### config.mk
export PLATFORM = sky130hd
export DESIGN_NAME = bin_to_bcd_seq
export DESIGN_NICKNAME = d
export VERILOG_FILES = /design/src/rtl/bin_to_bcd_seq.sv
export SDC_FILE = /design/constraint.sdc
export NUM_CORES = 1
export LEC_CHECK = 0
export BUFFER_PORTS_ARGS = -buffer_cell sky130_fd_sc_hd__buf_2
export CAP_MARGIN = 30
export CORE_UTILIZATION = 37
export DETAILED_ROUTE_END_ITERATION = 8
export GPL_ROUTABILITY_DRIVEN = 0
export PLACE_DENSITY_LB_ADDON = 0.15
export SLEW_MARGIN = 25
export SYNTH_ARGS = -nofsm -noshare
export SYNTH_HDL_FRONTEND = slang
export SYNTH_SLANG_ARGS = --single-unit
### constraint.sdc
create_clock -name fpga_clk1 -period 1.8 [get_ports fpga_clk1]
set_input_delay 0.36 -clock fpga_clk1 [delete_from_list [all_inputs] [get_ports fpga_clk1]]
set_output_delay 0.36 -clock fpga_clk1 [all_outputs]
set_load 0.05 [all_outputs]
### src/rtl/bin_to_bcd_seq.sv
// Sequential 16-bit binary to four-digit BCD converter (shift-and-add-3, 16 iterations).
// Optional build macro: BCD_SATURATE_EN forces bcd to 16'h9999 whenever ovf is set.
module bin_to_bcd_seq #(
  parameter int REFRESH_DIV = 0
) (
  input  logic        fpga_clk1,
  input  logic        reset,
  input  logic [15:0] value,
  input  logic        start,
  output logic        busy,
  output logic        done,
  output logic [15:0] bcd,
  output logic        ovf
);

  typedef enum logic [1:0] {IDLE, SHIFT, DONE} state_t;

  state_t      state;
  state_t      state_nxt;
  logic [15:0] bin_q;
  logic [19:0] scratch_q;
  logic [3:0]  iter_q;
  logic        tick;
  logic        launch;
  logic [35:0] shifted;
  logic        ovf_nxt;
  logic [15:0] bcd_nxt;

  // Free-running refresh counter; its wrap cycle is the auto-conversion tick.
  generate
    if (REFRESH_DIV > 0) begin : g_refresh
      localparam int RW = (REFRESH_DIV > 1) ? $clog2(REFRESH_DIV) : 1;
      logic [RW-1:0] refresh_cnt;

      always_ff @(posedge fpga_clk1 or negedge reset) begin
        if (!reset)
          refresh_cnt <= '0;
        else if (refresh_cnt == RW'(REFRESH_DIV - 1))
          refresh_cnt <= '0;
        else
          refresh_cnt <= refresh_cnt + 1'b1;
      end

      assign tick = (refresh_cnt == RW'(REFRESH_DIV - 1));
    end else begin : g_no_refresh
      assign tick = 1'b0;
    end
  endgenerate

  assign launch = (state == IDLE) && (start || tick);

  function automatic logic [19:0] add3(input logic [19:0] s);
    logic [19:0] r;
    r = s;
    for (int d = 0; d < 5; d++) begin
      if (s[d*4 +: 4] >= 4'd5)
        r[d*4 +: 4] = s[d*4 +: 4] + 4'd3;
    end
    return r;
  endfunction

  assign shifted = {add3(scratch_q), bin_q} << 1;
  assign ovf_nxt = |scratch_q[19:16];

`ifdef BCD_SATURATE_EN
  assign bcd_nxt = ovf_nxt ? 16'h9999 : scratch_q[15:0];
`else
  assign bcd_nxt = scratch_q[15:0];
`endif

  always_ff @(posedge fpga_clk1 or negedge reset) begin
    if (!reset)
      state <= IDLE;
    else
      state <= state_nxt;
  end

  always_comb begin
    state_nxt = state;
    case (state)
      IDLE:    if (start || tick) state_nxt = SHIFT;
      SHIFT:   if (iter_q == 4'd15) state_nxt = DONE;
      DONE:    state_nxt = IDLE;
      default: state_nxt = IDLE;
    endcase
  end

  always_comb begin
    busy = (state == SHIFT) || (state == DONE);
  end

  // Outputs and done are loaded together on the edge leaving DONE, so they always agree.
  always_ff @(posedge fpga_clk1 or negedge reset) begin
    if (!reset) begin
      bin_q     <= '0;
      scratch_q <= '0;
      iter_q    <= '0;
      bcd       <= '0;
      ovf       <= 1'b0;
      done      <= 1'b0;
    end else begin
      done <= 1'b0;
      case (state)
        IDLE: begin
          if (launch) begin
            bin_q     <= value;
            scratch_q <= '0;
            iter_q    <= '0;
          end
        end
        SHIFT: begin
          scratch_q <= shifted[35:16];
          bin_q     <= shifted[15:0];
          iter_q    <= iter_q + 4'd1;
        end
        DONE: begin
          bcd  <= bcd_nxt;
          ovf  <= ovf_nxt;
          done <= 1'b1;
        end
        default: ;
      endcase
    end
  end

endmodule

==> reports/qor.csv <==
stage;metric;value;unit
synthesis;syn_avg_cell_area;11.7;µm²
grt;overflow;0;
worst_setup_path;r2r_start;state[1]$_DFFE_PN0P_;
clock_network;clk_path_buf_depth;2;
finish;final_common_cell;dfrtp_1;
worst_setup_path;r2r_slack;0.14;ns
finish;final_cells;395;
worst_setup_path;worst_r2r_endpoint;scratch_q[15]$_DFFE_PN0P_;
finish;final_nets;325;
synthesis;synth.net_count;278;
synthesis;syn_inst;244;
floorplan;fp.dieH;89.8;µm
worst_setup_path;cpLargestDelayFamily;flip-flops;
run;drv_cap;0;
worst_setup_path;critPathMaxFanout;3;
pwr;peakVddDrop;0.000696;V
floorplan;rows;31;
sta;setup_viol;0;
synthesis;synth_top_area_share;52.7;%
grt;grt_pass1_vias;2007;
clock_network;hold_buffers;0;
floorplan;die_area;8060;µm²
synthesis;yosys.area.top_type;dfrtp_1;
sta;drv_slew;0;
finish;fillers;678;
worst_setup_path;path_cells;inv_1 > ha_2 > buf_2;
clock_network;clk_latency;0.33;ns
drt;wirelength;5320;µm
synthesis;yosysWarnings;0;
worst_setup_path;arrival;1.37;ns
floorplan;floorplan.initialDensity;38.9;%
sta;whs;-0.00161;ns
clock_network;clock-root-buffer;clkbuf_8;
clock_network;cts_inserted_buffers;9;
drt;wl_per_cell;13.5;µm
grt;grt_max_degree;26;
finish;post_route_cells_drive_above_1_share;28.0;%
worst_setup_path;critPathKind;flop to output pin;
floorplan;core_area;7330;µm²
synthesis;yosysSeqAreaShare;52.7;%
drt;ant_nets;0;
floorplan;pin_count;38;
worst_setup_path;ff2ff_path_depth;7;
drt;vias;1970;
worst_setup_path;crit_slowest_cell;dfrtp_1;
placed_design;dp_hpwl;3650;µm
finish;syn_to_final_growth;20.3;%
pwr;power_per_cell_area;1370;nW/µm²
worst_setup_path;start_kind;flop;
sta;hold_violations;5;
sta;rsz0062_at_grt;false;
floorplan;fp.dieW;89.8;µm
outcome;violations;hold timing;
worst_setup_path;slowest_delay;0.39;ns
outcome;status;finished, violations left;
sta;finalCriticalPeriod;1.73;ns
clock_network;clock_sinks;60;
sta;finalClockSkew;0.00685;ns
sta;worst_pin_slew;0.532;ns
sta;clock.fmax;579;MHz
grt;grtUsageTotal;14.7;%
sta;max-slew-margin-rel;64.5;%
placed_design;placed_cells;379;
drt;viasPerCell;4.99;
worst_setup_path;required;1.44;ns
pwr;p_leak;1.71;nW
synthesis;synth_area_leaders;dfrtp_1, mux2i_1, ha_1;
grt;antenna_found_initial;0;
sta;post-route-period-util;96.0;%
sta;setup_tns;0;ns
drt;first_pass_iters;4;
drt;drc;0;
clock_network;path_clk_slew;0.07;ns
grt;grt_pass1_wl;9350;µm
hold_path;hp-class;input port to asynchronous set/reset pin;
drt;drt_iter0_drc;47;
clock_network;cts_tree;built;
synthesis;synth.cell_area;2850;µm²
worst_setup_path;crit_buf_inv;2;
finish;final_util;46.8;%
synthesis;synth_seq_cells;60;
finish;layout_common_cells;dfrtp_1, buf_2, o21ai_0, nand2_1, mux2i_1;
clock_network;htree_num_levels;3;
finish;diodes;0;
placed_design;io_buffers;37;
synthesis;synth_cell_type_count;30;
worst_setup_path;crit_path_end_kind;output pin;
pwr;total_power;0.00469;W
-- metrics by stage --
step | setup WS [ns] | area (µm²) | hold slack [ns]
floorplan | 0.275 | 2850 | 0.0644
global placement | 0.145 | 3210 | 0.374
detailed placement | 0.0884 | 3210 | 0.372
CTS | 0.0560 | 3420 | 0.000426
global route | 0.00370 | 3430 | 0.0316
finish | 0.0715 | 3430 | -0.00161
-- state kept, by name, summed over array words and instances, names as in the netlist --
| signal | count |
|---|---|
| bcd | 16 |
| bin_q | 16 |
| done | 1 |
| iter_q | 4 |
| ovf | 1 |
| scratch_q | 20 |
| state | 2 |
-- Yosys cell counts --
master,count
o31ai_1,5
xnor2_1,5
nor3b_1,1
clkbuf_1,1
nand2_1,22
a41oi_1,1
mux2i_1,21
o32ai_1,4
ha_1,15
o21ai_0,23
dfrtp_1,60
buf_4,2
o21ai_1,1
mux2i_2,1
a32o_1,5
nand2_2,1
mux2_2,16
a21o_1,1
inv_1,13
nand3_1,2
a21oi_1,9
nor3_1,1
and2_1,1
o22ai_1,5
nor2_1,3
a22o_1,7
buf_2,7
xor2_1,4
nand2b_1,6
buf_6,1
-- cell families (layout without fill, tap and decap cells) --
logic type | count (synthesis) | after routing | synth area share (%)
AOI/OAI and AO/OA | 61 | 61 | 13.9
xor gates and xnor gates | 9 | 9 | 2.77
adders and majority gates | 15 | 15 | 6.59
buffers and inverters | 24 | 76 | 4.00
DFF | 60 | 60 | 52.7
muxes | 38 | 38 | 14.2
and+or+nand+nor | 37 | 37 | 5.84
-- power breakdown --
| group | internal [W] | switching, W |
|---|---|---|
| Combinational | 0.000685 | 0.000911 |
| Sequential | 0.00164 | 0.000212 |
| Clock | 0.000711 | 0.000534 |
| Total | 0.00304 | 0.00166 |
-- timing repair --
| action | CTS | global route |
|---|---|---|
| setup endpoints to repair | 0 | 5 |
| buffers inserted | 0 | 0 |
| gates resized for setup | 0 | 4 |
-- worst max path at each step --
stage                    startpoint                   endpoint  slack (ns)  cells past startpoint
2_1_floorplan  state[0]$_DFFE_PN0P_      iter_q[3]$_DFFE_PN0P_        0.28                      6
3_3_place_gp   state[0]$_DFFE_PN0P_   scratch_q[7]$_DFFE_PN0P_        0.15                      5
6_report       state[1]$_DFFE_PN0P_                       busy        0.07                      3
5_1_grt        state[1]$_DFFE_PN0P_                       busy       0.004                      3
3_5_place_dp   state[1]$_DFFE_PN0P_  scratch_q[15]$_DFFE_PN0P_        0.09                      5
4_1_cts        state[1]$_DFFE_PN0P_  scratch_q[15]$_DFFE_PN0P_        0.06                      5
-- cell type report --
class / instances / area, µm² / area share [%]
Sequential cell: 60 / 1500 / 43.8
Multi-Input combinational cell: 160 / 1250 / 36.6
Timing Repair Buffer: 47 / 298 / 8.69
Clock buffer: 12 / 155 / 4.53
Tap cell: 99 / 124 / 3.61
Inverter: 13 / 48.8 / 1.42
Clock inverter: 4 / 47.5 / 1.39
-- routing by layer --
| layer | track usage, % | wire, µm | vias up |
|---|---|---|---|
| li1 | - | - | 964 |
| met1 | 18.4 | 2520 | 960 |
| met2 | 23.4 | 2520 | 38 |
| met3 | 4.40 | 190 | 8 |
| met4 | 6.97 | 92 | 0 |
| met5 | 0 | 0 | - |
Power figures use the tool's default switching activity.
